==> src/rtl/seq_detector_param_if.sv <==
// Bundle of the serial detector's control, data and status signals.
// The master drives sample/config inputs; the slave (detector) returns status.
interface seq_detector_param_if #(
  parameter int MAX_LEN = 8,
  parameter int LEN_W   = 4,
  parameter int CNT_W   = 8
);
  logic               ena;
  logic               input_bit;
  logic               cfg_load;
  logic [MAX_LEN-1:0] cfg_pattern;
  logic [LEN_W-1:0]   cfg_len;
  logic               cfg_overlap;
  logic               match;
  logic [CNT_W-1:0]   match_count;
  logic [LEN_W-1:0]   progress;

  modport master (
    output ena, input_bit, cfg_load, cfg_pattern, cfg_len, cfg_overlap,
    input  match, match_count, progress
  );

  modport slave (
    input  ena, input_bit, cfg_load, cfg_pattern, cfg_len, cfg_overlap,
    output match, match_count, progress
  );
endinterface

==> src/rtl/seq_detector_param.sv <==
// Run-time configurable serial pattern detector: shifts input bits into a history
// register and pulses match when the newest len bits equal the loaded pattern.
module seq_detector_param #(
  parameter int                 MAX_LEN     = 8,
  parameter int                 LEN_W       = 4,
  parameter int                 CNT_W       = 8,
  parameter logic [MAX_LEN-1:0] DEFAULT_PAT = MAX_LEN'(8'hA5),
  parameter int                 DEFAULT_LEN = 4
) (
  input logic                 clk,
  input logic                 rst_n,
  seq_detector_param_if.slave bus
);

  localparam logic [0:0] ST_FILL  = 1'b0;
  localparam logic [0:0] ST_ARMED = 1'b1;

  logic [MAX_LEN-1:0] pattern_q, pattern_d;
  logic [MAX_LEN-1:0] hist_q, hist_d;
  logic [LEN_W-1:0]   len_q, len_d;
  logic [LEN_W-1:0]   fill_q, fill_d;
  logic               overlap_q, overlap_d;
  logic               match_q, match_d;
  logic [CNT_W-1:0]   count_q, count_d;
  logic [0:0]         state_q, state_d;

  logic [MAX_LEN-1:0] mask;
  logic [MAX_LEN-1:0] hist_shift;
  logic [LEN_W-1:0]   fill_inc;
  logic [LEN_W-1:0]   cfg_len_clamped;
  logic               hit;

  // Bit gi of the history takes part in the compare only when gi < len.
  generate
    for (genvar gi = 0; gi < MAX_LEN; gi++) begin : g_mask
      localparam logic [LEN_W:0] IDX = (LEN_W + 1)'(gi);
      assign mask[gi] = ({1'b0, len_q} > IDX);
    end
  endgenerate

  always_comb begin
    cfg_len_clamped = bus.cfg_len;
    if (bus.cfg_len == '0) begin
      cfg_len_clamped = LEN_W'(1);
    end else if (bus.cfg_len > LEN_W'(MAX_LEN)) begin
      cfg_len_clamped = LEN_W'(MAX_LEN);
    end
  end

  always_comb begin
    hist_shift = {hist_q[MAX_LEN-2:0], bus.input_bit};
    // Once armed the fill level saturates at len, so no increment is needed.
    fill_inc   = (state_q == ST_ARMED) ? len_q : fill_q + 1'b1;
    hit        = (fill_inc == len_q) && ((hist_shift & mask) == (pattern_q & mask));

    pattern_d = pattern_q;
    len_d     = len_q;
    overlap_d = overlap_q;
    hist_d    = hist_q;
    fill_d    = fill_q;
    count_d   = count_q;
    match_d   = 1'b0;

    if (bus.cfg_load) begin
      pattern_d = bus.cfg_pattern;
      len_d     = cfg_len_clamped;
      overlap_d = bus.cfg_overlap;
      hist_d    = '0;
      fill_d    = '0;
      count_d   = '0;
    end else if (bus.ena) begin
      hist_d  = hist_shift;
      match_d = hit;
      // Non-overlap mode invalidates the history so the next match needs len fresh bits.
      fill_d  = (hit && !overlap_q) ? '0 : fill_inc;
      if (hit && (count_q != '1)) begin
        count_d = count_q + 1'b1;
      end
    end

    state_d = (fill_d == len_d) ? ST_ARMED : ST_FILL;
  end

  always_ff @(posedge clk or negedge rst_n) begin
    if (!rst_n) begin
      pattern_q <= DEFAULT_PAT;
      len_q     <= LEN_W'(DEFAULT_LEN);
      overlap_q <= 1'b1;
      hist_q    <= '0;
      fill_q    <= '0;
      count_q   <= '0;
      match_q   <= 1'b0;
      state_q   <= ST_FILL;
    end else begin
      pattern_q <= pattern_d;
      len_q     <= len_d;
      overlap_q <= overlap_d;
      hist_q    <= hist_d;
      fill_q    <= fill_d;
      count_q   <= count_d;
      match_q   <= match_d;
      state_q   <= state_d;
    end
  end

  assign bus.match       = match_q;
  assign bus.match_count = count_q;
  assign bus.progress    = fill_q;

endmodule

==> src/flat_wrapper.sv <==
// flat-port wrapper written by rule: the top's interface ports become plain ports
module seq_detector_param_flat 
#(
  parameter int                 MAX_LEN     = 8,
  parameter int                 LEN_W       = 4,
  parameter int                 CNT_W       = 8,
  parameter logic [MAX_LEN-1:0] DEFAULT_PAT = MAX_LEN'(8'hA5),
  parameter int                 DEFAULT_LEN = 4
)
  (clk, rst_n, bus_ena, bus_input_bit, bus_cfg_load, bus_cfg_pattern, bus_cfg_len, bus_cfg_overlap, bus_match, bus_match_count, bus_progress);
  seq_detector_param_if #(.MAX_LEN(MAX_LEN), .LEN_W(LEN_W), .CNT_W(CNT_W)) bus_i ();
  input logic clk;
  input logic rst_n;
  input wire logic [$bits(bus_i.ena)-1:0] bus_ena;
  input wire logic [$bits(bus_i.input_bit)-1:0] bus_input_bit;
  input wire logic [$bits(bus_i.cfg_load)-1:0] bus_cfg_load;
  input wire logic [$bits(bus_i.cfg_pattern)-1:0] bus_cfg_pattern;
  input wire logic [$bits(bus_i.cfg_len)-1:0] bus_cfg_len;
  input wire logic [$bits(bus_i.cfg_overlap)-1:0] bus_cfg_overlap;
  output wire logic [$bits(bus_i.match)-1:0] bus_match;
  output wire logic [$bits(bus_i.match_count)-1:0] bus_match_count;
  output wire logic [$bits(bus_i.progress)-1:0] bus_progress;
  assign bus_i.ena = bus_ena;
  assign bus_i.input_bit = bus_input_bit;
  assign bus_i.cfg_load = bus_cfg_load;
  assign bus_i.cfg_pattern = bus_cfg_pattern;
  assign bus_i.cfg_len = bus_cfg_len;
  assign bus_i.cfg_overlap = bus_cfg_overlap;
  assign bus_match = bus_i.match;
  assign bus_match_count = bus_i.match_count;
  assign bus_progress = bus_i.progress;
  seq_detector_param #(.MAX_LEN(MAX_LEN), .LEN_W(LEN_W), .CNT_W(CNT_W), .DEFAULT_PAT(DEFAULT_PAT), .DEFAULT_LEN(DEFAULT_LEN)) u_core (.clk(clk), .rst_n(rst_n), .bus(bus_i));
endmodule
==> config.mk <==
export PLATFORM = sky130hd
export DESIGN_NAME = seq_detector_param_flat
export DESIGN_NICKNAME = d
export VERILOG_FILES = /design/src/rtl/seq_detector_param_if.sv /design/src/rtl/seq_detector_param.sv /design/src/flat_wrapper.sv
export SDC_FILE = /design/constraint.sdc
export NUM_CORES = 1
export LEC_CHECK = 0
export CELL_PAD_IN_SITES_DETAIL_PLACEMENT = 1
export CELL_PAD_IN_SITES_GLOBAL_PLACEMENT = 2
export CORE_UTILIZATION = 36
export DETAILED_ROUTE_END_ITERATION = 8
export HOLD_SLACK_MARGIN = 0.15
export PLACE_DENSITY_LB_ADDON = 0.1
export RECOVER_POWER = 50
export SYNTH_ARGS = -nofsm -noshare
export SYNTH_HDL_FRONTEND = slang
export SYNTH_SLANG_ARGS = --single-unit
==> constraint.sdc <==
create_clock -name clk -period 5.4 [get_ports clk]
set_clock_uncertainty 0.1 [all_clocks]
set_input_delay 1.62 -clock clk [delete_from_list [all_inputs] [get_ports clk]]
set_output_delay 1.62 -clock clk [all_outputs]
set_load 0.02 [all_outputs]
Word level (Yosys, flattened, before mapping)
Index checks and enable logic that the tools add are counted.

word-level totals
  register bits after elaboration = 34
  bits of input ports = 18
  output and inout bits = 13
  word-level logic and storage cells = 48

operators by class
  add/sub/neg operators = 2
  order comparisons = 9
  equal/unequal tests = 4
  multiplexer cells = 15
  bitwise operators = 2
  reductions and logical operators = 8

operators by type and width
  kind                                                number
  2-to-1 mux 4 bit                                    7
  2-to-1 mux 8 bit                                    3
  bitwise AND 8 bit                                   2
  > comparator 4 x 3 -> 1 bit, second input constant  4
  2-to-1 mux 7 bit                                    2
  adder 8 x 1 -> 8 bit, second input constant         1
  equality test 4 bit                                 2
  equality test 8 bit                                 1
  > comparator 4 x 1 -> 1 bit, second input constant  2
  > comparator 4 x 2 -> 1 bit, second input constant  2
  != test 8 bit, second input constant                1
  adder 4 x 1 -> 4 bit, second input constant         1
  > comparator 4 bit, second input constant           1
  logical NOT 4 bit                                   1
  nonzero test 2 bit                                  2
  logical AND 1 bit                                   3
  2-to-1 mux 1 bit                                    3
  AND reduction 2 bit                                 1
  logical NOT 1 bit                                   1

Longest topological paths before layout
Gate-level depths: netlist of run 1.

  depth in word-level cells = 10
  gate-level depth with buffers = 10
  depth with buffers taken out = 8

Worst setup path after synthesis of run 1
Ideal clock, no wire load.

  path kind = input-to-reg
  start point = input port bus_input_bit
  end point = register u_core.state_q
  library setup time = 0.068 ns
  arrival time = 3.290 ns
  required time = 5.232 ns
  slack = 1.942 ns
  stages on the path = 8
  path buffers = 1
  path through = xor2_1 -> o31ai_1 -> o2111ai_1 -> or4_1 -> buf_2 -> or4_1 -> o2111ai_1 -> and4_1

on the way
  cells in the longest elaborated chain, start to end = 9

RTL lines
  what                    line                       source
  start: declaration      flat_wrapper.sv:15         input wire logic [$bits(bus_i.input_bit)-1:0] bus_input_bit;
  bitwise AND 8 bit       seq_detector_param.sv:54   hit = (fill_inc == len_q) && ((hist_shift & mask) == (pattern_q & mask));
  equality test 8 bit     seq_detector_param.sv:54
  logical AND 1 bit       seq_detector_param.sv:54
  logical AND 1 bit       seq_detector_param.sv:75   fill_d = (hit && !overlap_q) ? '0 : fill_inc;
  2-to-1 mux 4 bit        seq_detector_param.sv:75
  2-to-1 mux 4 bit        seq_detector_param.sv:71   end else if (bus.ena) begin
  2-to-1 mux 4 bit        seq_detector_param.sv:64   if (bus.cfg_load) begin
  equality test 4 bit     seq_detector_param.sv:81   state_d = (fill_d == len_d) ? ST_ARMED : ST_FILL;
  2-to-1 mux 1 bit        seq_detector_param.sv:81
  net u_core.state_d      seq_detector_param.sv:25   logic [0:0] state_q, state_d;
  end signal: assignment  seq_detector_param.sv:102  state_q <= state_d;
  end: declaration        seq_detector_param.sv:25

The timed path passes the listed nets, and every way through them passes these cells.
A chain may end at the register's enable or synchronous reset.

Final worst setup path of run 1
Same ends and word-level chain as after synthesis.

==> impl_results.md, run 1 <==
* Hold Vio Cnt, Final at 0
* Clock sinks at 34
* Initial Util at 0.3791
* GRT Total Usage at 0.1973
* Least-Margin Pin Slew at 1856 ps
* Critical path type: in2reg
* Final Max Slew Viols at 35
* F_max at roughly 250 MHz
* Status: finished, violations left
* 1st-iter DRT viols at 77
* Max_slew headroom at -0.2375
* Critical path launch point type: input port
* Register area share after synthesis at 0.4378
* Detail Route Antenna Nets at 0
* Clk buf depth at 2
* Largest net degree at the start of global routing at 40
* FP Rows at 26
* Yosys warns at 0
* CTS Buf Count at 5
* Worst IR Drop VDD at 0.0001102 V
* Final setup TNS at 0 ps
* Cell Pwr Density at 285.8 nW/µm²
* Worst skew pair latency at 280 ps
* Dpl hpwl at 3637 µm
* Post-CTS Hold Fix Bufs at 0
* Worst endpoint required time at approximately 5500 ps
* Post-CTS setup buffer count at 0
* CTS Root Buffer Type: clkbuf_8
* Final Cycle Share at 0.7533
* Crit-path max FO at 15
* RSZ-0062 raised after global routing: false
* Final setup viols at 0
* Port buffer count at 30
* Failing checks: capacitance limit, slew limit
* Yosys cell types at 43
* Clk pin slew, worst setup/hold paths at about 70 ps
* Final Critical Period at 4068 ps
* Die H at approximately 76 µm
* Vias per inst at 5.441
* RePlAce Congestion at 0.8500
* I/O pin count at 31
* GRT overflow at 0
* CTS tree: built
* CTS H-Tree Depth at 2
* FF+latch count, synth at 34
* Vias at 1,654
* Initial antenna violation count at 0
* Core area at 5172 µm²
* WP data arrival at 4190 ps
* LEAKAGE at 0.9721 nW
* 1st-pass router iterations at 6
* Crit end category: flop
* Syn_area_per_cell at about 9.5 µm²
* Total Routed Length at ~5000 µm
* Hold Slack at 436.7 ps
* Cells after synthesis at 206
* Max-Cap Viols at 1
* DIE AREA at 5746 µm²
* Number of global-route vias before repair at 1,663
* # diodes at 0
* Fill cells at 578
* Post-synth EDFFs at 0
* FFs w/ async S/R, synth at 1.000
* Syn-to-layout area delta at 24.63%
* Post_cts resized at 0
* Main synth FF type: dfrtp_1
* Min-delay worst type: reg2reg
* # DRC at 0
* Nets at 253
* First-pass GRT wire length at 8321 µm
* Layout cells sized above 1 at 0.1325
* Drt wl/cell at 16.77 µm
* Syn_nets at between 200 and 250
* Die width at 75.80 µm
* Post-Syn Area at 1961 µm²
per-layer routing:
| layer | up-vias | wire, µm | global-route usage | part of all wire |
|---|---|---|---|---|
| met4 | 0 | 77 | 0.06996 | 0.015 |
| li1 | 784 | - | - | - |
| met3 | 8 | 221 | 0.04101 | 0.043 |
| met5 | - | 0 | 0 | 0 |
| met1 | 815 | 2369 | 0.2626 | 0.46 |
| met2 | 47 | 2430 | 0.3176 | 0.48 |
cell usage in the layout (no fill, tap or decap), types with 2 or more instances in the layout:
cell             count
bufinv_16            2
mux2_2               9
xnor2_1             14
a21oi_1             11
nand3_1             13
nand2_1             14
o22ai_1              2
xor2_1               7
o211ai_1             2
clkdlybuf4s50_1     28
nor4_2               3
mux2i_1              8
nor3_1               7
o21ai_0              8
o21ai_1              3
dfstp_2              6
dlygate4sd3_1        2
buf_4                2
nor2_1              23
inv_1                4
ha_1                 2
o2111ai_1            4
dfrtp_1             28
nand2b_1             2
inv_2                3
o2bb2ai_1            2
or4_1                2
clkbuf_8             5
critical path, stage by stage:
cell and delay (ps):
clkdlybuf4s50_1 430, xor2_1 170, o31ai_1 70, o2111ai_1 140
or4_1 810, nand2b_1 370, o311ai_1 350, and4_1 230
synth_stat cells (2+ instances only):
| cell type | instances | share of area |
|---|---|---|
| buf_2 | 4 | 0.010 |
| o22ai_1 | 2 | 0.0064 |
| or4_1 | 2 | 0.0077 |
| o21ai_0 | 8 | 0.020 |
| mux2_2 | 9 | 0.052 |
| clkbuf_1 | 7 | 0.013 |
| o21ai_1 | 3 | 0.0077 |
| nand3_1 | 13 | 0.033 |
| nand2_1 | 14 | 0.027 |
| o2111ai_1 | 4 | 0.018 |
| nand2b_1 | 2 | 0.0064 |
| nor3_1 | 7 | 0.018 |
| a21oi_1 | 11 | 0.028 |
| mux2i_1 | 8 | 0.041 |
| xor2_1 | 7 | 0.031 |
| o211ai_1 | 2 | 0.0077 |
| dfstp_2 | 6 | 0.080 |
| ha_1 | 2 | 0.013 |
| inv_2 | 3 | 0.0057 |
| xnor2_1 | 14 | 0.063 |
| inv_1 | 4 | 0.0077 |
| nor4_2 | 3 | 0.019 |
| nor2_1 | 23 | 0.044 |
| o2bb2ai_1 | 2 | 0.0089 |
| dfrtp_1 | 28 | 0.36 |
power by group:
group | internal [mW] | switching, mW | leakage [nW] | total (mW)
combinational | 0.0566 | 0.0627 | 0.466 | 0.119
sequential | 0.272 | 0.0238 | 0.437 | 0.296
clock | 0.185 | 0.0980 | 0.0683 | 0.283
flip-flops by register name, summed over array words and instances (netlist names):
register,cells
u_core.pattern_q,8
u_core.len_q,4
u_core.bus.match,1
u_core.state_q,1
u_core.overlap_q,1
u_core.bus.match_count,8
u_core.bus.progress,4
u_core.hist_q,7
kinds of logic after synthesis:
logic type,Yosys count,share of synthesized area
and+or+nand+nor,68,0.1691
AOI/OAI and AO/OA,43,0.1436
DFF,34,0.4378
xor gates and xnor gates,21,0.09381
buffers and inverters,20,0.04467
muxes,18,0.09828
adders and majority gates,2,0.01276
stage by stage:
step                      std cells  worst slack (ps)  total power [mW]    util  cell area, µm²
final                           304              1332            0.6983  0.4724            2444
after global routing            304              1230            0.7350  0.4724            2444
after CTS                       304              1342            0.7084  0.4731            2447
after detailed placement        296              1043            0.4205  0.4465            2310
after global placement          296              1184            0.4172  0.4465            2310
after floorplan                 206              1942            0.3735       -            1961
cell type report:
| class | count | area (µm²) | area share |
|---|---|---|---|
| Clock inverter | 3 | 68.82 | 0.02816 |
| Clock buffer | 5 | 68.82 | 0.02816 |
| Tap cell | 70 | 87.58 | 0.03584 |
| Multi-Input combinational cell | 152 | 1015 | 0.4153 |
| Sequential cell | 34 | 858.3 | 0.3513 |
| Timing Repair Buffer | 33 | 319.1 | 0.1306 |
| Inverter | 7 | 26.28 | 0.01075 |
final timing paths:
kind                                                  start                              end  slack [ps]  cells after the start
max                                           bus_input_bit         u_core.state_q$_DFF_PN0_        1330                      8
min                         u_core.pattern_q[1]$_DFFE_PN0P_  u_core.pattern_q[1]$_DFFE_PN0P_         440                      1
max reg2reg                u_core.bus.progress[0]$_DFF_PN0_         u_core.state_q$_DFF_PN0_        2140                      8
min reg2reg                 u_core.pattern_q[1]$_DFFE_PN0P_  u_core.pattern_q[1]$_DFFE_PN0P_         440                      1
max in group asynchronous                             rst_n        u_core.len_q[0]$_DFF_PN0_        1850                      2
min in group asynchronous                             rst_n        u_core.len_q[1]$_DFF_PN0_        2280                      2
No activity file was read; power rests on OpenSTA's default activity.
==> run 2, diff against run 1 <==
--- a/config.mk
+++ b/config.mk
@@ -7,7 +7,7 @@
 export LEC_CHECK = 0
 export CELL_PAD_IN_SITES_DETAIL_PLACEMENT = 1
 export CELL_PAD_IN_SITES_GLOBAL_PLACEMENT = 2
-export CORE_UTILIZATION = 36
+export CORE_UTILIZATION = 33
 export DETAILED_ROUTE_END_ITERATION = 8
 export HOLD_SLACK_MARGIN = 0.15
 export PLACE_DENSITY_LB_ADDON = 0.1
==> constraint.sdc (replaced) <==
create_clock -name clk -period 4.14 [get_ports clk]
set_clock_uncertainty 0.1 [all_clocks]
set_input_delay 1.242 -clock clk [delete_from_list [all_inputs] [get_ports clk]]
set_output_delay 1.242 -clock clk [all_outputs]
set_load 0.02 [all_outputs]
==> run 2 against run 1 <==
Net effect: the flow still finishes with violations (capacitance limit, slew limit); combinational power up 30%; sequential share of layout area down 0.21 points; cell count up 0.99%; via count down 0.85%; design area up 0.61%; sequential power up 30%; global-route usage down 1.5 points; clock power up 34%; power up 32%; critical endpoint is now u_core.bus.match_count[7]$_DFFE_PN0P_; largest cell class unchanged.
==> impl_results.md, run 2 (synthesized netlist as in run 1, its figures left out) <==
* Syn-to-layout area delta at 25.40%
* DIE AREA at 6254 µm² (+8.8%)
* Power Total at 0.9202 mW (+32%)
* CTS Root Buffer Type: clkbuf_8
* Cell Pwr Density at 374.3 nW/µm² (+31%)
* Flop pwr share at 0.419 (-0.005)
* GRT Total Usage at 0.1821 (-0.01521)
* Dpl hpwl at 3657 µm (+0.53%)
* Post-CTS Hold Fix Bufs at 0 (unchanged)
* CTS H-Tree Depth at 2 (unchanged)
* Critical path launch point type: input port
* I/O pin count at 31 (unchanged)
* RSZ-0062 raised after global routing: false
* Port buffer count at 30 (unchanged)
* Failing checks: capacitance limit, slew limit
* F_max at slightly below 300 MHz
* Clock sinks at 34 (unchanged)
* Crit-path max FO at 10 (-5)
* Final setup viols at 0 (unchanged)
* RePlAce Congestion at 0.8264 (-2.8%)
* Post-route cell area at 2459 µm² (+0.61%)
* Final setup TNS at 0 ps (unchanged)
* Crit end category: flop
* Core area at 5608 µm² (+8.4%)
* Combinational Power Share at 0.168 (-0.003)
* Switching share of power at 0.2546 (-0.009620)
* Least-Margin Pin Slew at 1876 ps (+19.43 ps)
* FP Rows at 27 (+3.8%)
* Min-delay worst type: reg2reg
* WP data arrival at 3460 ps (-730 ps)
* CTS Buf Count at 5 (unchanged)
* Clk pin slew, worst setup/hold paths at 80 ps (about the same)
* Final setup margin at 739.7 ps (-592.4 ps)
* Max-Cap Viols at 1 (unchanged)
* Worst IR Drop VDD at 0.0002136 V (+94%)
* GRT overflow at 0 (unchanged)
* Largest net degree at the start of global routing at 38 (-5.0%)
* Final Critical Period at 3400 ps
* Status: finished, violations left
* Worst endpoint required time at 4200 ps (-1320 ps)
* Worst skew pair latency at 290 ps (about the same)
* Total Routed Length at 5074 µm (-0.47%)
* 1st-pass router iterations at 4 (-2)
* Number of global-route vias before repair at 1,719 (+3.4%)
* Vias per inst at 5.342 (-1.8%)
* Dpl cells at 299 (+1.0%)
* Drt wl/cell at 16.53 µm (-1.4%)
* Clk buf depth at 2 (unchanged)
* First-pass GRT wire length at 8666 µm (+4.1%)
* Final Max Slew Viols at 35 (unchanged)
* Detail Route Antenna Nets at 0 (unchanged)
* Final Cycle Share at 0.8213
* Hold Vio Cnt, Final at 0 (unchanged)
* Non-Filler Instances at 307 (+0.99%)
* Pint at 0.6859 mW (+34%)
* Layout cells sized above 1 at 0.1362 (+0.003692)
* Fill cells at 661 (+14%)
* # diodes at 0 (unchanged)
* LEAKAGE at 0.9796 nW (+0.77%)
* Initial Util at 0.3496 (-0.02943)
* Max_slew headroom at -0.2505 (-0.01295)
* Post_cts resized at 0 (unchanged)
* Die H at 79.08 µm (+4.3%)
* Clock share of power at 0.412 (+0.007)
* Post-CTS setup buffer count at 0 (unchanged)
* Commonest non-fill, non-tap cell in the layout: dfrtp_1
* Initial antenna violation count at 0 (unchanged)
* Critical path type: in2reg
* Vias at 1,640 (-0.85%)
* Placed Area at 2320 µm² (+0.43%)
* Dpl ws at 432.3 ps (-610.7 ps)
* Die width at 79.08 µm (+4.3%)
* Most frequent cells in the layout: 28 x dfrtp_1, 27 x clkdlybuf4s50_1, 23 x nor2_1
* Nets at 254 (+0.40%)
* NetSw at 0.2343 mW (+27%)
* CTS tree: built
* 1st-iter DRT viols at 77 (unchanged)
* # DRC at 0 (unchanged)
[run 2: cell count changes in the layout (fill, tap and decap cells not counted), sizes merged]
cell / before / now
buf: 2 / 3
clkbuf: 6 / 7
clkdlybuf4s50: 28 / 27
clkinv: 1 / 0
dlygate4sd3: 2 / 3
[run 2: layout make-up]
class	count	area [µm²]	share of cell area
multi-input cells	152	1015	0.4127
flip-flops and latches	34	858.3	0.3491
repair buffers	34	326.6	0.1328
well taps	72	90.09	0.03664
clock buffers	6	82.58	0.03359
clock inverters	2	60.06	0.02443
inverters	7	26.28	0.01069
[run 2: power by group through the flow]
stage	clock [mW]	sequential, mW	combinational, mW
final	0.379	0.386	0.155
after global placement	0	0.391	0.153
after floorplan	0	0.379	0.109
after global routing	0.401	0.390	0.173
after CTS	0.390	0.386	0.158
after detailed placement	0	0.392	0.157
[run 2: final timing paths]
path                            cells past startpoint                        startpoint                               endpoint  slack [ps]
worst max-delay path                                9                     bus_input_bit  u_core.bus.match_count[7]$_DFFE_PN0P_         740
worst min-delay path                                1   u_core.pattern_q[3]$_DFFE_PN0P_        u_core.pattern_q[3]$_DFFE_PN0P_         430
worst min register to register                      1   u_core.pattern_q[3]$_DFFE_PN0P_        u_core.pattern_q[3]$_DFFE_PN0P_         430
min in group asynchronous                           2                             rst_n       u_core.bus.progress[1]$_DFF_PN0_        1910
worst max register to register                      9  u_core.bus.progress[0]$_DFF_PN0_  u_core.bus.match_count[7]$_DFFE_PN0P_        1140
max in group asynchronous                           2                             rst_n  u_core.bus.match_count[3]$_DFFE_PN0P_         950
[run 2: layer usage]
layer | global-route usage | vias to the layer above | share of wire
met4 | 0.05455 | 0 | 0.012
li1 | - | 786 | -
met5 | 0 | - | 0
met2 | 0.3129 | 32 | 0.49
met1 | 0.2321 | 815 | 0.47
met3 | 0.03218 | 7 | 0.027
[run 2: stage by stage]
step | hold WS, ps | util
after global placement | 413.3 | 0.4137
after floorplan | 394.2 | -
after global routing | 454.2 | 0.4384
after detailed placement | 417.7 | 0.4137
final | 429.2 | 0.4384
after CTS | 433.4 | 0.4391
[run 2: worst max-delay path: stages]
cell and delay [ps]:
clkdlybuf4s50_1 430, xor2_1 170, o31ai_1 70, o2111ai_1 160
or4_1 630, buf_4 230, nor4_2 320, xnor2_1 150
nor2_1 50
==> run 3, diff against run 2 <==
--- a/config.mk
+++ b/config.mk
@@ -7,7 +7,7 @@
 export LEC_CHECK = 0
 export CELL_PAD_IN_SITES_DETAIL_PLACEMENT = 1
 export CELL_PAD_IN_SITES_GLOBAL_PLACEMENT = 2
-export CORE_UTILIZATION = 33
+export CORE_UTILIZATION = 30
 export DETAILED_ROUTE_END_ITERATION = 8
 export HOLD_SLACK_MARGIN = 0.15
 export PLACE_DENSITY_LB_ADDON = 0.1
==> constraint.sdc (replaced) <==
create_clock -name clk -period 2.85 [get_ports clk]
set_clock_uncertainty 0.1 [all_clocks]
set_input_delay 0.855 -clock clk [delete_from_list [all_inputs] [get_ports clk]]
set_output_delay 0.855 -clock clk [all_outputs]
set_load 0.02 [all_outputs]
==> run 3 against run 2 <==
Net effect: wire length up 12%; sequential share of layout area down 1.7 points; clock-buffer cell count unchanged; clock power up 3%; flip-flop and latch count unchanged; combinational power up 72%; non-clock buffer count up 15; worst hold slack better by 5.2 ps; sequential power up 44%; register-to-register slack worse by 980 ps; setup slack worse by 580 ps; die area up 9.7%; the run now ends clean; critical endpoint is now u_core.state_q$_DFF_PN0_.
==> impl_results.md, run 3 (synthesized netlist as in run 1, its figures left out) <==
* CTS tree: built
* Final Cycle Share at 0.9429
* Clk pin slew, worst setup/hold paths at 80 ps (about the same)
* CTS H-Tree Depth at 2 (unchanged)
* Max-Cap Viols at 0 (-1)
* Dpl hpwl at 4128 µm (+13%)
* LEAKAGE at 1.057 nW (+7.9%)
* 1st-pass router iterations at 6 (+2)
* Detail Route Antenna Nets at 0 (unchanged)
* F_max at roughly 370 MHz
* Total Routed Length at 5664 µm (+12%)
* Initial antenna violation count at 0 (unchanged)
* CP bufs+invs at 0 (-2)
* Drt wl/cell at 17.32 µm (+4.8%)
* Clock sinks at 34 (unchanged)
* WP data arrival at 2820 ps (-640 ps)
* Initial Util at 0.3105 (-0.03908)
* Syn-to-layout area delta at 31.91%
* # diodes at 0 (unchanged)
* CP max-delay cell: or4_4
* Worst endpoint required time at 2980 ps (-1220 ps)
* Placed Area at 2439 µm² (+5.1%)
* I/O pin count at 31 (unchanged)
* GRT overflow at 0 (unchanged)
* Layout cells sized above 1 at 0.2040 (+0.06783)
* Largest stage delay on the critical path at 540 ps (-90 ps)
* Clk buf depth at 2 (unchanged)
* Crit-path leading delay family: simple AND/OR/NAND/NOR gates
* Dpl ws at -420.9 ps (-853.2 ps)
* Final Critical Period at 2687 ps
* Die width at 82.84 µm (+4.8%)
* Final setup margin at 162.7 ps (-577.0 ps)
* Nets at 269 (+5.9%)
* DIE AREA at 6862 µm² (+9.7%)
* 1st-iter DRT viols at 125 (+62%)
* Worst skew pair latency at 290 ps (about the same)
* Critical path launch point type: flop
* Vias per inst at 5.251 (-1.7%)
* Port buffer count at 30 (unchanged)
* Post-CTS setup buffer count at 0 (unchanged)
* Vias at 1,717 (+4.7%)
* Core area at 6314 µm² (+13%)
* Final setup TNS at 0 ps (unchanged)
* Final Max Slew Viols at 0 (-100%)
* Number of global-route vias before repair at 1,845 (+7.3%)
* Crit-path max FO at 4 (-6)
* Status: complete, no violations
* Min-delay worst type: reg2reg
* Non-Filler Instances at 327 (+6.5%)
* Worst IR Drop VDD at 0.0001922 V (-10%)
* CTS Buf Count at 5 (unchanged)
* Final setup viols at 0 (unchanged)
* Hold Vio Cnt, Final at 0 (unchanged)
* Dpl cells at 319 (+6.7%)
* Most frequent cells in the layout: 28 x clkdlybuf4s50_1, 28 x dfrtp_1, 23 x nor2_1
* Least-Margin Pin Slew at 939.9 ps (-935.8 ps)
* Crit end category: flop
* Cell Pwr Density at 468.4 nW/µm² (+25%)
* Largest net degree at the start of global routing at 35 (-7.9%)
* Post-route cell area at 2586 µm² (+5.2%)
* FP Rows at 29 (+7.4%)
* CP cell instances: ha_2 -> xor2_4 -> o21bai_1 -> a221o_1 -> or4_4 -> or4_1 -> o2111ai_1 -> and4_1
* CTS Root Buffer Type: clkbuf_8
* Critical path type: reg2reg
* First-pass GRT wire length at 9542 µm (+10%)
* GRT Total Usage at 0.1730 (-0.009064)
* Die H at 82.84 µm (+4.8%)
* Max_slew headroom at 0.3692 (+0.6197)
* RePlAce Congestion at 0.9058 (+9.6%)
* # DRC at 0 (unchanged)
## run 3: changes by cell type in the layout (fill, tap and decap cells not counted), moves of 2 or more
| cell | change |
|---|---|
| buf_4 | +13 |
| bufinv_16 | -2 |
| dlygate4sd3_1 | -2 |
| nor4_2 | -3 |
| nor4_4 | +3 |
## run 3: where the power goes
group | switching (mW) | internal (mW) | leakage, nW
Combinational | 0.138 | 0.129 | 0.573
Clock | 0.195 | 0.195 | 0.0472
Sequential | 0.0392 | 0.516 | 0.437
## run 3: final cells by class
| type | instances | area [µm²] |
|---|---|---|
| Clock buffer | 6 | 82.58 |
| Clock inverter | 2 | 12.51 |
| Fill cell | 729 | 3727 |
| Inverter | 7 | 26.28 |
| Multi-Input combinational cell | 152 | 1071 |
| Sequential cell | 34 | 858.3 |
| Tap cell | 77 | 96.34 |
| Timing Repair Buffer | 49 | 439.2 |
## run 3: metal layers
layer	track usage	vias up	wire (µm)	share of wire
met5	0	-	0	0
met4	0.05016	0	48	0.0085
met3	0.04274	4	223	0.039
met2	0.2832	42	2694	0.48
met1	0.2264	852	2698	0.48
li1	-	819	-	-
## run 3: final timing paths
path / startpoint / endpoint / slack (ps) / depth (start not counted)
max: u_core.bus.progress[0]$_DFF_PN0_ / u_core.state_q$_DFF_PN0_ / 160 / 8
min: u_core.pattern_q[6]$_DFFE_PN0P_ / u_core.pattern_q[6]$_DFFE_PN0P_ / 430 / 1
max reg2reg: u_core.bus.progress[0]$_DFF_PN0_ / u_core.state_q$_DFF_PN0_ / 160 / 8
min reg2reg: u_core.pattern_q[6]$_DFFE_PN0P_ / u_core.pattern_q[6]$_DFFE_PN0P_ / 430 / 1
max in group asynchronous: rst_n / u_core.bus.match_count[3]$_DFFE_PN0P_ / 950 / 2
min in group asynchronous: rst_n / u_core.bus.progress[0]$_DFF_PN0_ / 1130 / 2
## run 3: worst register-to-register path, stage by stage (launching register included)
cell and delay [ps]:
dfrtp_1 400, ha_2 220, xor2_4 170, o21bai_1 90, a221o_1 340, or4_4 540
or4_1 480, o2111ai_1 90, and4_1 200
## run 3: timing repair
item | 4_1_cts | 5_1_grt
resized for setup | 8 | 2
hold endpoints to repair | 0 | 0
pin swaps | 2 | 2
setup endpoints to repair | 7 | 8
hold buffers | 0 | 0
## run 3: stage by stage
stage               hold slack [ps]  power (mW)    util
floorplan                     394.2      0.7077       -
global placement              416.5      0.8213  0.3862
detailed placement            424.0      0.8282  0.3862
CTS                           441.5       1.231  0.4084
global route                  462.0       1.280  0.4096
finish                        434.5       1.211  0.4096
==> patch, RTL diff (settings of run 3) <==
`MAX_LEN` is set to 8 in 3 places; all go to 32.
--- a/src/rtl/seq_detector_param_if.sv
+++ b/src/rtl/seq_detector_param_if.sv
@@ -3,3 +3,3 @@
 interface seq_detector_param_if #(
-  parameter int MAX_LEN = 8,
+  parameter int MAX_LEN = 32,
   parameter int LEN_W   = 4,
--- a/src/rtl/seq_detector_param.sv
+++ b/src/rtl/seq_detector_param.sv
@@ -3,3 +3,3 @@
 module seq_detector_param #(
-  parameter int                 MAX_LEN     = 8,
+  parameter int                 MAX_LEN     = 32,
   parameter int                 LEN_W       = 4,
--- a/src/flat_wrapper.sv
+++ b/src/flat_wrapper.sv
@@ -3,3 +3,3 @@
 #(
-  parameter int                 MAX_LEN     = 8,
+  parameter int                 MAX_LEN     = 32,
   parameter int                 LEN_W       = 4,
Interface: changed (resized bus_cfg_pattern); port bits go from 31 to 55. The function was not compared with the original's and may differ.
==> patch against run 3 <==
  * Synthesized area up 36%
  * Sequential cell count increased by 14
  * Largest cell class unchanged
  * Cell area grew 30%
  * Setup slack got worse by 25 ps
  * Wire length grew 19%
  * Total power grew 22%
==> patch: results (changes against run 3) <==
metric	value	unit	change
drive_above_1_share	19.49	%	-0.91 points
drtIter0Drc	27		-78%
holdWs	437.2	ps	+2.714 ps
slowest_delay	630	ps	+90 ps
met2_usage	24.65	%	-3.7 points
cellPowerDensity	441.7	mW/mm^2	-5.7%
place_hpwl	4890	um	+18%
arrival	2830	ps	about the same
grtUsageMet3	3.002	%	-1.3 points
n_fill_cell	1000		+37%
portBuffers	37		+23%
nets	356		+32%
setup_ws	138.0	ps	-24.72 ps
grt_max_degree	31		-11%
grt_use_met1	22.17	%	-0.46 points
min_from	u_core.pattern_q[12]$_DFFE_PN0P_		
power.internal	1.067	mW	+27%
synth.avg_cell_area	10.09	sq um	+6.0%
post_cts_resized	7		-1
wl_per_cell	16.04	um	-7.4%
dr_total_vias	2122		+24%
cts_setup_buffers	1		+1
placed_area	0.003244	sq mm	+33%
dp_slack	-389.3	ps	+31.54 ps
leakagePower	1.405	nW	+33%
dr.pass1.iters	4		-2
relSlewSlack	30.21	%	-6.7 points
critical_path.startpoint	u_core.bus.progress[1]$_DFF_PN0_		
yosysSeqAreaShare	45.39	%	+1.6 points
p_seq	0.753	mW	+36%
ys_top_cells_by_area	dfrtp_1 (39%), mux2_2 (8.9%), mux2i_1 (6.4%)		
p_clk_share	29.6	%	-2.6 points
outcome	complete, no violations		
grt_pass1_wl	10980	um	+15%
dp_cells	412		+29%
syn-num-nets	308		+36%
hold_end	u_core.pattern_q[12]$_DFFE_PN0P_		
setup_viol_count_final	0		unchanged
synthArstFlopShare	100.0	%	unchanged
grt_usage	15.72	%	-1.6 points
r2r_cells	7		-1
wl_met2	3143	um	+17%
peakVddDrop	0.0002061	V	+7.2%
hold_violations	0		unchanged
reg2reg_to	u_core.bus.match_count[5]$_DFFE_PN0P_		
vias_per_cell	5.040		-4.0%
gp_congestion	0.7424		-18%
synthTopCellsByCount	dfrtp_1 (42), nor2_1 (27), mux2_2 (21)		
routedLengthMet1	3315	um	+23%
path_max_fanout	6		+2
==> patch: changes by cell type in the layout (fill, tap and decap cells not counted), sizes merged, moves of 4 or more <==
| cell | before | now |
|---|---|---|
| dfrtp | 28 | 42 |
| clkdlybuf4s50 | 28 | 34 |
| nand3 | 13 | 4 |
| nand2b | 2 | 8 |
| nor2 | 23 | 27 |
| mux2i | 8 | 17 |
| clkbuf | 8 | 12 |
| mux2 | 10 | 22 |
| nor2b | 0 | 6 |
==> patch: cells by family after synthesis <==
kind of cell | synth area share (%)
and+or+nand+nor | 16.35
DFF | 45.39
AOI/OAI and AO/OA | 10.81
muxes | 15.84
xor gates and xnor gates | 7.237
buffers and inverters | 3.430
adders and majority gates | 0.9397
==> patch: layout make-up <==
type	count	area, sq um	area share [%]
well taps	108	135.1	4.027
clock inverters	1	7.507	0.2237
flip-flops and latches	48	1209	36.02
clock buffers	7	86.33	2.573
multi-input cells	195	1398	41.65
inverters	4	15.01	0.4474
repair buffers	58	505.5	15.06
